### config.mk
export PLATFORM = sky130hd
export DESIGN_NAME = vga_pattern_engine
export DESIGN_NICKNAME = d
export VERILOG_FILES = /design/src/rtl/vga_pattern_engine.sv
export SDC_FILE = /design/constraint.sdc
export NUM_CORES = 1
export LEC_CHECK = 0
export ABC_AREA = 1
export CAP_MARGIN = 20
export CORE_MARGIN = 8
export CORE_UTILIZATION = 40
export CTS_BUF_LIST = sky130_fd_sc_hd__clkbuf_4 sky130_fd_sc_hd__clkbuf_8 sky130_fd_sc_hd__clkbuf_16
export DETAILED_ROUTE_END_ITERATION = 10
export GPL_TIMING_DRIVEN = 0
export PLACE_DENSITY = 0.67
export SYNTH_ARGS = -nofsm -noshare
export SYNTH_HDL_FRONTEND = slang
export SYNTH_SLANG_ARGS = --single-unit
### constraint.sdc
create_clock -name clk_i -period 5.7 [get_ports clk_i]
set_clock_uncertainty 0.05 [all_clocks]
set_input_delay 1.14 -clock clk_i [delete_from_list [all_inputs] [get_ports clk_i]]
set_output_delay 1.14 -clock clk_i [all_outputs]
set_load 0.05 [all_outputs]
### src/rtl/vga_pattern_engine.sv
// VGA timing counters, frame-synchronous byte-stream configuration and four
// pattern sources feeding a 2-stage pipeline that keeps syncs aligned with colour.
module vga_pattern_engine #(
  parameter int H_ACTIVE   = 640,
  parameter int H_FP       = 16,
  parameter int H_SYNC     = 96,
  parameter int H_BP       = 48,
  parameter int V_ACTIVE   = 480,
  parameter int V_FP       = 10,
  parameter int V_SYNC     = 2,
  parameter int V_BP       = 33,
  parameter int COLOR_BITS = 2,
  parameter bit SYNC_POL   = 1'b0
) (
  input  logic                  clk_i,
  input  logic                  rst_i,
  input  logic                  cfg_valid_i,
  input  logic [7:0]            cfg_data_i,
  input  logic                  cfg_sync_i,
  output logic                  hs_o,
  output logic                  vs_o,
  output logic                  active_o,
  output logic [COLOR_BITS-1:0] red_o,
  output logic [COLOR_BITS-1:0] green_o,
  output logic [COLOR_BITS-1:0] blue_o,
  output logic                  frame_start_o,
  output logic                  cfg_applied_o
);

  localparam int H_TOTAL = H_ACTIVE + H_FP + H_SYNC + H_BP;
  localparam int V_TOTAL = V_ACTIVE + V_FP + V_SYNC + V_BP;
  // At least 10 bits so the checker can index bit 9 for any geometry
  localparam int HW = ($clog2(H_TOTAL) > 10) ? $clog2(H_TOTAL) : 10;
  localparam int VW = ($clog2(V_TOTAL) > 10) ? $clog2(V_TOTAL) : 10;
  localparam int CB = COLOR_BITS;
  localparam int BAR_W = (H_ACTIVE >= 8) ? (H_ACTIVE / 8) : 1;

  localparam logic [HW-1:0] H_LAST    = HW'(H_TOTAL - 1);
  localparam logic [HW-1:0] H_VIS_END = HW'(H_ACTIVE);
  localparam logic [HW-1:0] HS_BEGIN  = HW'(H_ACTIVE + H_FP);
  localparam logic [HW-1:0] HS_END    = HW'(H_ACTIVE + H_FP + H_SYNC);
  localparam logic [VW-1:0] V_LAST    = VW'(V_TOTAL - 1);
  localparam logic [VW-1:0] V_VIS_END = VW'(V_ACTIVE);
  localparam logic [VW-1:0] VS_BEGIN  = VW'(V_ACTIVE + V_FP);
  localparam logic [VW-1:0] VS_END    = VW'(V_ACTIVE + V_FP + V_SYNC);

  localparam logic [1:0] MODE_SOLID = 2'd0;
  localparam logic [1:0] MODE_NOISE = 2'd1;
  localparam logic [1:0] MODE_BARS  = 2'd2;
  localparam logic [1:0] MODE_CHECK = 2'd3;

  logic [HW-1:0] h_q, h_d;
  logic [VW-1:0] v_q, v_d;
  logic          vis_s, hsync_s, vsync_s, origin_s, apply_s;

  logic [1:0]    cnt_q, cnt_d;
  logic [23:0]   shift_q, shift_d;
  logic [31:0]   pend_q, pend_d, live_q, live_d, eff_s;
  logic          flag_q, flag_d;
  logic [15:0]   lfsr_q, lfsr_d;
  logic [23:0]   noise_s;

  logic [1:0]    mode_s;
  logic [3:0]    size_s, tile_n_s;
  logic          tile_s;
  logic [2:0]    bar_idx_s;
  logic [CB-1:0] col_r_s, col_g_s, col_b_s;
  logic [CB-1:0] pix_r_s, pix_g_s, pix_b_s;
  logic          cfg_unused_s;

  logic          s1_hs_q, s1_vs_q, s1_act_q, s1_fs_q;
  logic [CB-1:0] s1_r_q, s1_g_q, s1_b_q;
  logic          hs_q, vs_q, act_q, fs_q, applied_q;
  logic [CB-1:0] r_q, g_q, b_q;

  always_comb begin
    h_d = h_q;
    v_d = v_q;
    if (h_q == H_LAST) begin
      h_d = '0;
      if (v_q == V_LAST) begin
        v_d = '0;
      end else begin
        v_d = v_q + VW'(1);
      end
    end else begin
      h_d = h_q + HW'(1);
    end
  end

  assign vis_s    = (h_q < H_VIS_END) && (v_q < V_VIS_END);
  assign hsync_s  = (h_q >= HS_BEGIN) && (h_q < HS_END);
  assign vsync_s  = (v_q >= VS_BEGIN) && (v_q < VS_END);
  assign origin_s = (h_q == '0) && (v_q == '0);
  assign apply_s  = origin_s && flag_q;

  // Apply happens before byte intake, so a word completing at (0,0) stays pending
  always_comb begin
    cnt_d   = cnt_q;
    shift_d = shift_q;
    pend_d  = pend_q;
    flag_d  = flag_q;
    live_d  = live_q;
    if (apply_s) begin
      live_d = pend_q;
      flag_d = 1'b0;
    end else begin
      live_d = live_q;
    end
    if (cfg_sync_i) begin
      cnt_d   = 2'd0;
      shift_d = 24'd0;
    end else if (cfg_valid_i) begin
      shift_d = {shift_q[15:0], cfg_data_i};
      if (cnt_q == 2'd3) begin
        pend_d = {shift_q, cfg_data_i};
        flag_d = 1'b1;
        cnt_d  = 2'd0;
      end else begin
        cnt_d = cnt_q + 2'd1;
      end
    end else begin
      cnt_d = cnt_q;
    end
  end

  assign lfsr_d = vis_s ? {lfsr_q[0] ^ lfsr_q[2] ^ lfsr_q[3] ^ lfsr_q[5], lfsr_q[15:1]} : lfsr_q;

  // The word going live this cycle already colours pixel (0,0)
  assign eff_s    = apply_s ? pend_q : live_q;
  assign mode_s   = eff_s[31:30];
  assign size_s   = eff_s[29:26];
  assign tile_n_s = (size_s > 4'd9) ? 4'd9 : size_s;
  assign tile_s   = h_q[tile_n_s] ^ v_q[tile_n_s];
  assign col_r_s  = eff_s[23 -: CB];
  assign col_g_s  = eff_s[15 -: CB];
  assign col_b_s  = eff_s[7 -: CB];
  assign noise_s  = {8'd0, lfsr_q};
  assign cfg_unused_s = ^{eff_s, noise_s};

  always_comb begin
    bar_idx_s = 3'd0;
    for (int k = 1; k < 8; k++) begin
      bar_idx_s = bar_idx_s + ((int'(h_q) >= k * BAR_W) ? 3'd1 : 3'd0);
    end
  end

  always_comb begin
    pix_r_s = '0;
    pix_g_s = '0;
    pix_b_s = '0;
    case (mode_s)
      MODE_SOLID: begin
        pix_r_s = col_r_s;
        pix_g_s = col_g_s;
        pix_b_s = col_b_s;
      end
      MODE_NOISE: begin
        pix_r_s = noise_s[3*CB-1 -: CB];
        pix_g_s = noise_s[2*CB-1 -: CB];
        pix_b_s = noise_s[CB-1 -: CB];
      end
      MODE_BARS: begin
        pix_r_s = {CB{bar_idx_s[2]}};
        pix_g_s = {CB{bar_idx_s[1]}};
        pix_b_s = {CB{bar_idx_s[0]}};
      end
      MODE_CHECK: begin
        pix_r_s = tile_s ? col_r_s : '0;
        pix_g_s = tile_s ? col_g_s : '0;
        pix_b_s = tile_s ? col_b_s : '0;
      end
      default: begin
        pix_r_s = '0;
        pix_g_s = '0;
        pix_b_s = '0;
      end
    endcase
  end

  always_ff @(posedge clk_i or posedge rst_i) begin
    if (rst_i) begin
      h_q     <= '0;
      v_q     <= '0;
      cnt_q   <= 2'd0;
      shift_q <= 24'd0;
      pend_q  <= 32'd0;
      live_q  <= 32'd0;
      flag_q  <= 1'b0;
      lfsr_q  <= 16'hACE1;
    end else begin
      h_q     <= h_d;
      v_q     <= v_d;
      cnt_q   <= cnt_d;
      shift_q <= shift_d;
      pend_q  <= pend_d;
      live_q  <= live_d;
      flag_q  <= flag_d;
      lfsr_q  <= lfsr_d;
    end
  end

  // Stage 1 samples the counter-domain view, stage 2 blanks colour outside the visible area
  always_ff @(posedge clk_i or posedge rst_i) begin
    if (rst_i) begin
      s1_hs_q   <= ~SYNC_POL;
      s1_vs_q   <= ~SYNC_POL;
      s1_act_q  <= 1'b0;
      s1_fs_q   <= 1'b0;
      s1_r_q    <= '0;
      s1_g_q    <= '0;
      s1_b_q    <= '0;
      hs_q      <= ~SYNC_POL;
      vs_q      <= ~SYNC_POL;
      act_q     <= 1'b0;
      fs_q      <= 1'b0;
      applied_q <= 1'b0;
      r_q       <= '0;
      g_q       <= '0;
      b_q       <= '0;
    end else begin
      s1_hs_q   <= hsync_s ? SYNC_POL : ~SYNC_POL;
      s1_vs_q   <= vsync_s ? SYNC_POL : ~SYNC_POL;
      s1_act_q  <= vis_s;
      s1_fs_q   <= origin_s;
      s1_r_q    <= pix_r_s;
      s1_g_q    <= pix_g_s;
      s1_b_q    <= pix_b_s;
      hs_q      <= s1_hs_q;
      vs_q      <= s1_vs_q;
      act_q     <= s1_act_q;
      fs_q      <= s1_fs_q;
      applied_q <= apply_s;
      r_q       <= s1_act_q ? s1_r_q : '0;
      g_q       <= s1_act_q ? s1_g_q : '0;
      b_q       <= s1_act_q ? s1_b_q : '0;
    end
  end

  assign hs_o          = hs_q;
  assign vs_o          = vs_q;
  assign active_o      = act_q;
  assign red_o         = r_q;
  assign green_o       = g_q;
  assign blue_o        = b_q;
  assign frame_start_o = fs_q;
  assign cfg_applied_o = applied_q;

endmodule

# --- After elaboration in Yosys (flattened, before gate mapping) ---
# Index checks and enable logic that the tools add are counted.
word_totals:
  input_bits: 12
  memories: 0
  latchBits: 0
  rom_bits: 0
  ram_bits: 0
  elab_cells: 104
  reg_bits: 148
op_classes:
  n_bitwise: 5
  shift: 0
  eq_ne: 6
  div_mod_pow: 0
  order_cmp: 15
  add_sub_neg: 9
  n_mux: 35
  mul: 0
  n_reduce_logical: 10
op_table:
  columns: ["cell", "n"]
  rows:
  - ["two-way mux 24 bit", 2]
  - [">= comparator 10 x 9 -> 1 bit, second input constant", 4]
  - ["two-way mux 32 bit", 1]
  - ["case mux 2 bit (4 select lines)", 3]
  - ["adder 10 x 1 -> 10 bit, second input constant", 2]
  - ["equality test 10 bit, second input constant", 2]
  - [">= comparator 10 bit, second input constant", 2]
  - [">= comparator 10 x 8 -> 1 bit, second input constant", 2]
  - ["zero test 10 bit", 2]
  - ["less-than comparator 10 bit, second input constant", 2]
  - ["less-than comparator 10 x 9 -> 1 bit, second input constant", 2]
  - ["two-way mux 10 bit", 2]
  - ["two-way mux 2 bit", 9]
  - ["two-way mux 1 bit", 15]
  - ["adder 3 x 1 -> 3 bit", 4]
  - [">= comparator 10 x 7 -> 1 bit, second input constant", 1]
  - ["binary-select mux 1 bit (select 4 bit)", 2]
  - ["equality test 2 bit, second input constant", 3]
  - ["logical AND 1 bit", 5]
  - ["less-than comparator 4 x 5 -> 1 bit, second input constant", 1]
  - ["greater-than comparator 4 bit, second input constant", 1]
  - ["two-way mux 4 bit", 1]
  - ["bitwise XOR 1 bit", 4]
  - ["adder 2 x 1 -> 3 bit", 1]
  - ["7 further kinds", 7]

# --- Depth between registers and ports, before layout ---
depth:
  depth_word: 11
  ltp_mapped: 20
  mapped_depth_nobuf: 20

# --- Worst setup path after synthesis ---
# No wires, ideal clock.
synth_path:
  path_kind: "register to register"
  from: "register h_q[5]"
  to: "register s1_g_q[0]"
  stages_incl_launch_ff: 11
  t_arrival_ns: 3.097
  n_path_buf: 0
  slack_ns: 2.432
  synth_period_minus_slack_ns: 3.268
  setup_time_ns: 0.122
  path_cell_list: "dfrtp_1 > nor2_2 > inv_1 > a211oi_1 > fa_1 > fa_1 > fa_1 > fa_1 > a21oi_1 > a21oi_1 > a21oi_2"
synth_via:
  elab_chain_cells: 11
  word_cells_on_any_way: 37
  cone_classes: "add/sub: 6; order compare: 8; eq/ne: 3; mux: 15; bitwise: 1; reduce/logical: 4"
synth_rtl:
  columns: ["element", "line", "source"]
  rows:
  - ["start, declared", "52", "logic [HW-1:0] h_q, h_d;"]
  - ["start signal, assigned", "183", "h_q <= '0;"]
  - ["start signal, assigned", "192", "h_q <= h_d;"]
  - ["branches (longest 10 deep; another with >= comparator 10 x 7 -> 1 bit)", null, null]
  - ["case mux 2 bit (4 select lines) *", "152", "case (mode_s)"]
  - ["via pix_g_s[0]", "68", "logic [CB-1:0] pix_r_s, pix_g_s, pix_b_s;"]
  - ["end signal, assigned", "227", "s1_g_q <= pix_g_s;"]
  - ["end, declared", "72", "logic [CB-1:0] s1_r_q, s1_g_q, s1_b_q;"]
# Mark *: on every way through the listed nets, which the timed path passes. The select of a mux whose other input is x is not followed.
# A chain may end at the register's enable or synchronous reset.

# --- Worst setup path after layout ---
layout_path:
  from: "register h_q[5]"
  to: "register s1_g_q[1]"
# Same word-level chain as after synthesis.

==> impl_metrics.tcl <==
set metrics [dict create \
    status "finished clean" \
    ios 23 \
    criticalPathCategory "reg -> reg" \
    diodes 0 \
    switching_share_pct 22.76 \
    top_usage_layer "met2" \
    dp.cells 733 \
    cts.clk_slew.worst_paths_ns 0.07 \
    max_slew_margin_pct 65.90 \
    finalCriticalPeriod_ns 3.487 \
    fill_cells 1146 \
    vias 3586 \
    synth_top_area_cell "dfrtp_1" \
    layout_setup_ws_ns 2.213 \
    seq_area_frac_synth_pct 53.27 \
    yosysWarningCount 0 \
    cp_num_buf_inv 1 \
    io_buffer_count 20 \
    hold_class "reg -> reg" \
    worstHoldStart "s1_fs_q$_DFF_PP0_" \
    grt.met1_usage_pct 16.20 \
    slew_viol_final 0 \
    h-tree-depth 3 \
    setup_viol 0 \
    grt.met3_usage_pct 2.025 \
    drt-total-wl_mm 9.218 \
    drive_gt1_share_pct 10.96 \
    p_int_mw 1.104 \
    synth_cells 565 \
    crit_path_frequent_cell "fa_1" \
    ctsRootBufferMaster "clkbuf_16" \
    async_flop_share_pct 100.0 \
    irDropWorstVdd_uv 135.2 \
    p_leak_nw 2.699 \
    avgRoutedWirePerCell_um 12.31 \
    cts_setup_buffers 0 \
    syn-num-nets 586 \
    start_util_pct 40.46 \
    power_frac_seq_pct 52.1 \
    fmax_mhz 286.8 \
    cp_top_family "adder cells" \
    numCtsBuffers 9 \
    synth_area_um2 4820 \
    arrival_ns 3.72 \
    instances_no_fill 749 \
    die_w_um 125.8 \
    cp_max_fo 6 \
    hold_violations 0 \
    core_um2 11910 \
    synth.area.top_cells "dfrtp_1, nand2_1, inv_1, dfstp_2, nor2_1" \
    fin_tns_setup_ns 0 \
    worst_slew_pin_slew_ns 0.5099 \
    die_area_um2 15820 \
    hpwl_mm 6.878 \
    first_pass_iters 4 \
    die_h_um 125.8 \
    cp_slowest_cell "fa_1" \
    synth_top_area_share_pct 46.73 \
    period_share_pct 61.18 \
    holdBufCountCts 0 \
    grt_setup_unrepaired "false" \
    avgSynthCellArea_um2 8.530 \
    clk_latency_ns 0.35 \
    grt_overflow_total 0 \
    synth_cell_type_count 40 \
    p_sw_uw 325.2 \
    p_per_area_nw_per_um2 257.4 \
    grt_pass1_vias 3689 \
    maxCapViolCount 0 \
    cts_tree "done" \
    gr-usage-met2_pct 21.04 \
    cp-start-kind "flop" \
    grt_max_degree 73 \
    cts_sinks 102 \
    globalplace.congestion 0.9010 \
    critPathRequiredTime_ns 5.93 \
    drt-initial-drc-count 236 \
    synth_edf_count 0 \
    grt_pass1_wl_mm 16.76 \
    area_growth_pct 15.16 \
    reg2reg_depth 10 \
    min_to "frame_start_o$_DFF_PP0_" \
    ys_ff_latch 102 \
    end_kind "flop" \
    combPwrFrac_pct 3.0 \
    cts_buffer_depth 2 \
    antenna_left 0 \
    r2r_end "s1_g_q[1]$_DFF_PP0_" \
    via_per_inst 4.788 \
    p_clk_share_pct 44.9 \
    nets 618 \
    antenna_found_initial 0 \
    r2r_slack_ns 2.21 \
    track_usage_pct 12.78 \
    worstHoldPathCells 0 \
    synth_top_flop_cell "dfrtp_1" \
    post-route-drc-count 0 \
    r2r-start "h_q[5]$_DFF_PP0_" \
    cts_resized 0 \
    pre_cts_slack_ns 2.195 \
    num_rows 40 \
    crit_path_max_incr_delay_ns 0.52 \
    path_cells "nor2_2 > inv_1 > a211oi_1 > fa_1 > fa_1 > fa_1 > fa_1 > a21oi_1 > a21oi_1 > a21oi_2" \
]
## power by group through the flow
stage                     clock network (mW)  registers, mW  logic (mW)
after CTS                              0.657          0.744      0.0447
after floorplan                            0          0.756      0.0274
after global routing                   0.685          0.746      0.0511
final                                  0.641          0.745      0.0429
after global placement                     0          0.758      0.0402
after detailed placement                   0          0.758      0.0444
## registers in the layout, summed over array words and instances, names as in the netlist, 2 cells and up
signal / flops
blue_o: 2
cnt_q: 2
green_o: 2
h_q: 10
lfsr_q: 16
live_q: 12
pend_q: 12
red_o: 2
s1_b_q: 2
s1_g_q: 2
s1_r_q: 2
shift_q: 18
v_q: 10
## layout by cell type (no fill, tap or decap), drive strengths merged
cell type,instances
o211ai,5
and3,1
nand3,25
nand4,7
xor2,4
clkbuf,16
bufinv,1
o21a,1
dfstp,12
clkdlybuf4s50,20
or2,1
nor2,49
o21ai,29
dfrtp,90
fa,4
a31oi,1
a21oi,29
a32oi,1
a211oi,1
buf,4
nor3b,1
a22oi,1
ha,5
xnor2,3
clkinv,3
nor4,2
nor3,13
nand2,161
o22ai,14
inv,97
a21boi,1
## through the flow
step	utilization [%]	area (µm²)	hold WS (ns)	total power, mW
after detailed placement	43.94	5234	0.2855	0.8026
after floorplan	-	4820	0.2812	0.7834
after global routing	46.60	5550	0.3111	1.482
after global placement	43.69	5204	0.2894	0.7980
after CTS	46.60	5550	0.3013	1.446
final	46.60	5550	0.2999	1.429
## cell type report
class                           count  area, µm²  area share (%)
Buffer                             10      50.05          0.9017
Clock buffer                        9      225.2           4.058
Clock inverter                      7      91.34           1.646
Inverter                           94      355.3           6.402
Multi-Input combinational cell    359       1849           33.32
Sequential cell                   102       2567           46.26
Tap cell                          147      183.9           3.314
Timing Repair Buffer               21      227.7           4.103
## cell families (layout without fill, tap and decap cells)
group / count (synthesis) / count (layout) / share of synthesized area (%)
adder cells (fa/ha/maj): 9 / 9 / 2.960
buffers and inverters: 104 / 141 / 8.359
AO/OA/AOI/OAI: 83 / 83 / 10.25
AND/OR/NAND/NOR: 260 / 260 / 23.88
flip-flops: 102 / 102 / 53.27
XOR/XNOR: 7 / 7 / 1.272
## cell usage after synthesis (2+ instances only)
cell type / n
nand2_1: 149
dfstp_2: 12
xnor2_1: 3
ha_1: 5
fa_1: 4
nor4_1: 2
nor2_2: 7
o22ai_1: 14
nand3_1: 24
nor3_1: 13
nand4_1: 6
nand2_2: 9
o21ai_0: 28
a21oi_2: 6
nand2_4: 3
xor2_1: 4
a21oi_1: 23
clkbuf_1: 7
inv_1: 92
dfrtp_1: 90
nor2_4: 3
nor2_1: 39
o211ai_1: 5
## worst max-delay path by stage
stage	cells after the start	endpoint	slack, ns	startpoint
floorplan	1	active_o$_DFF_PP0_	1.85	rst_i
global placement	2	blue_o[1]$_DFF_PP0_	0.48	rst_i
detailed placement	10	s1_g_q[1]$_DFF_PP0_	2.19	h_q[5]$_DFF_PP0_
CTS	10	s1_g_q[1]$_DFF_PP0_	2.18	h_q[5]$_DFF_PP0_
global route	10	s1_g_q[1]$_DFF_PP0_	2.02	h_q[5]$_DFF_PP0_
finish	10	s1_g_q[1]$_DFF_PP0_	2.21	h_q[5]$_DFF_PP0_
## metal layers
metal / wire [µm] / vias to the layer above
li1: - / 1846
met1: 4390 / 1671
met2: 4343 / 55
met3: 299 / 14
met4: 184 / 0
met5: 0 / -
(Power assumes the default switching activity.)
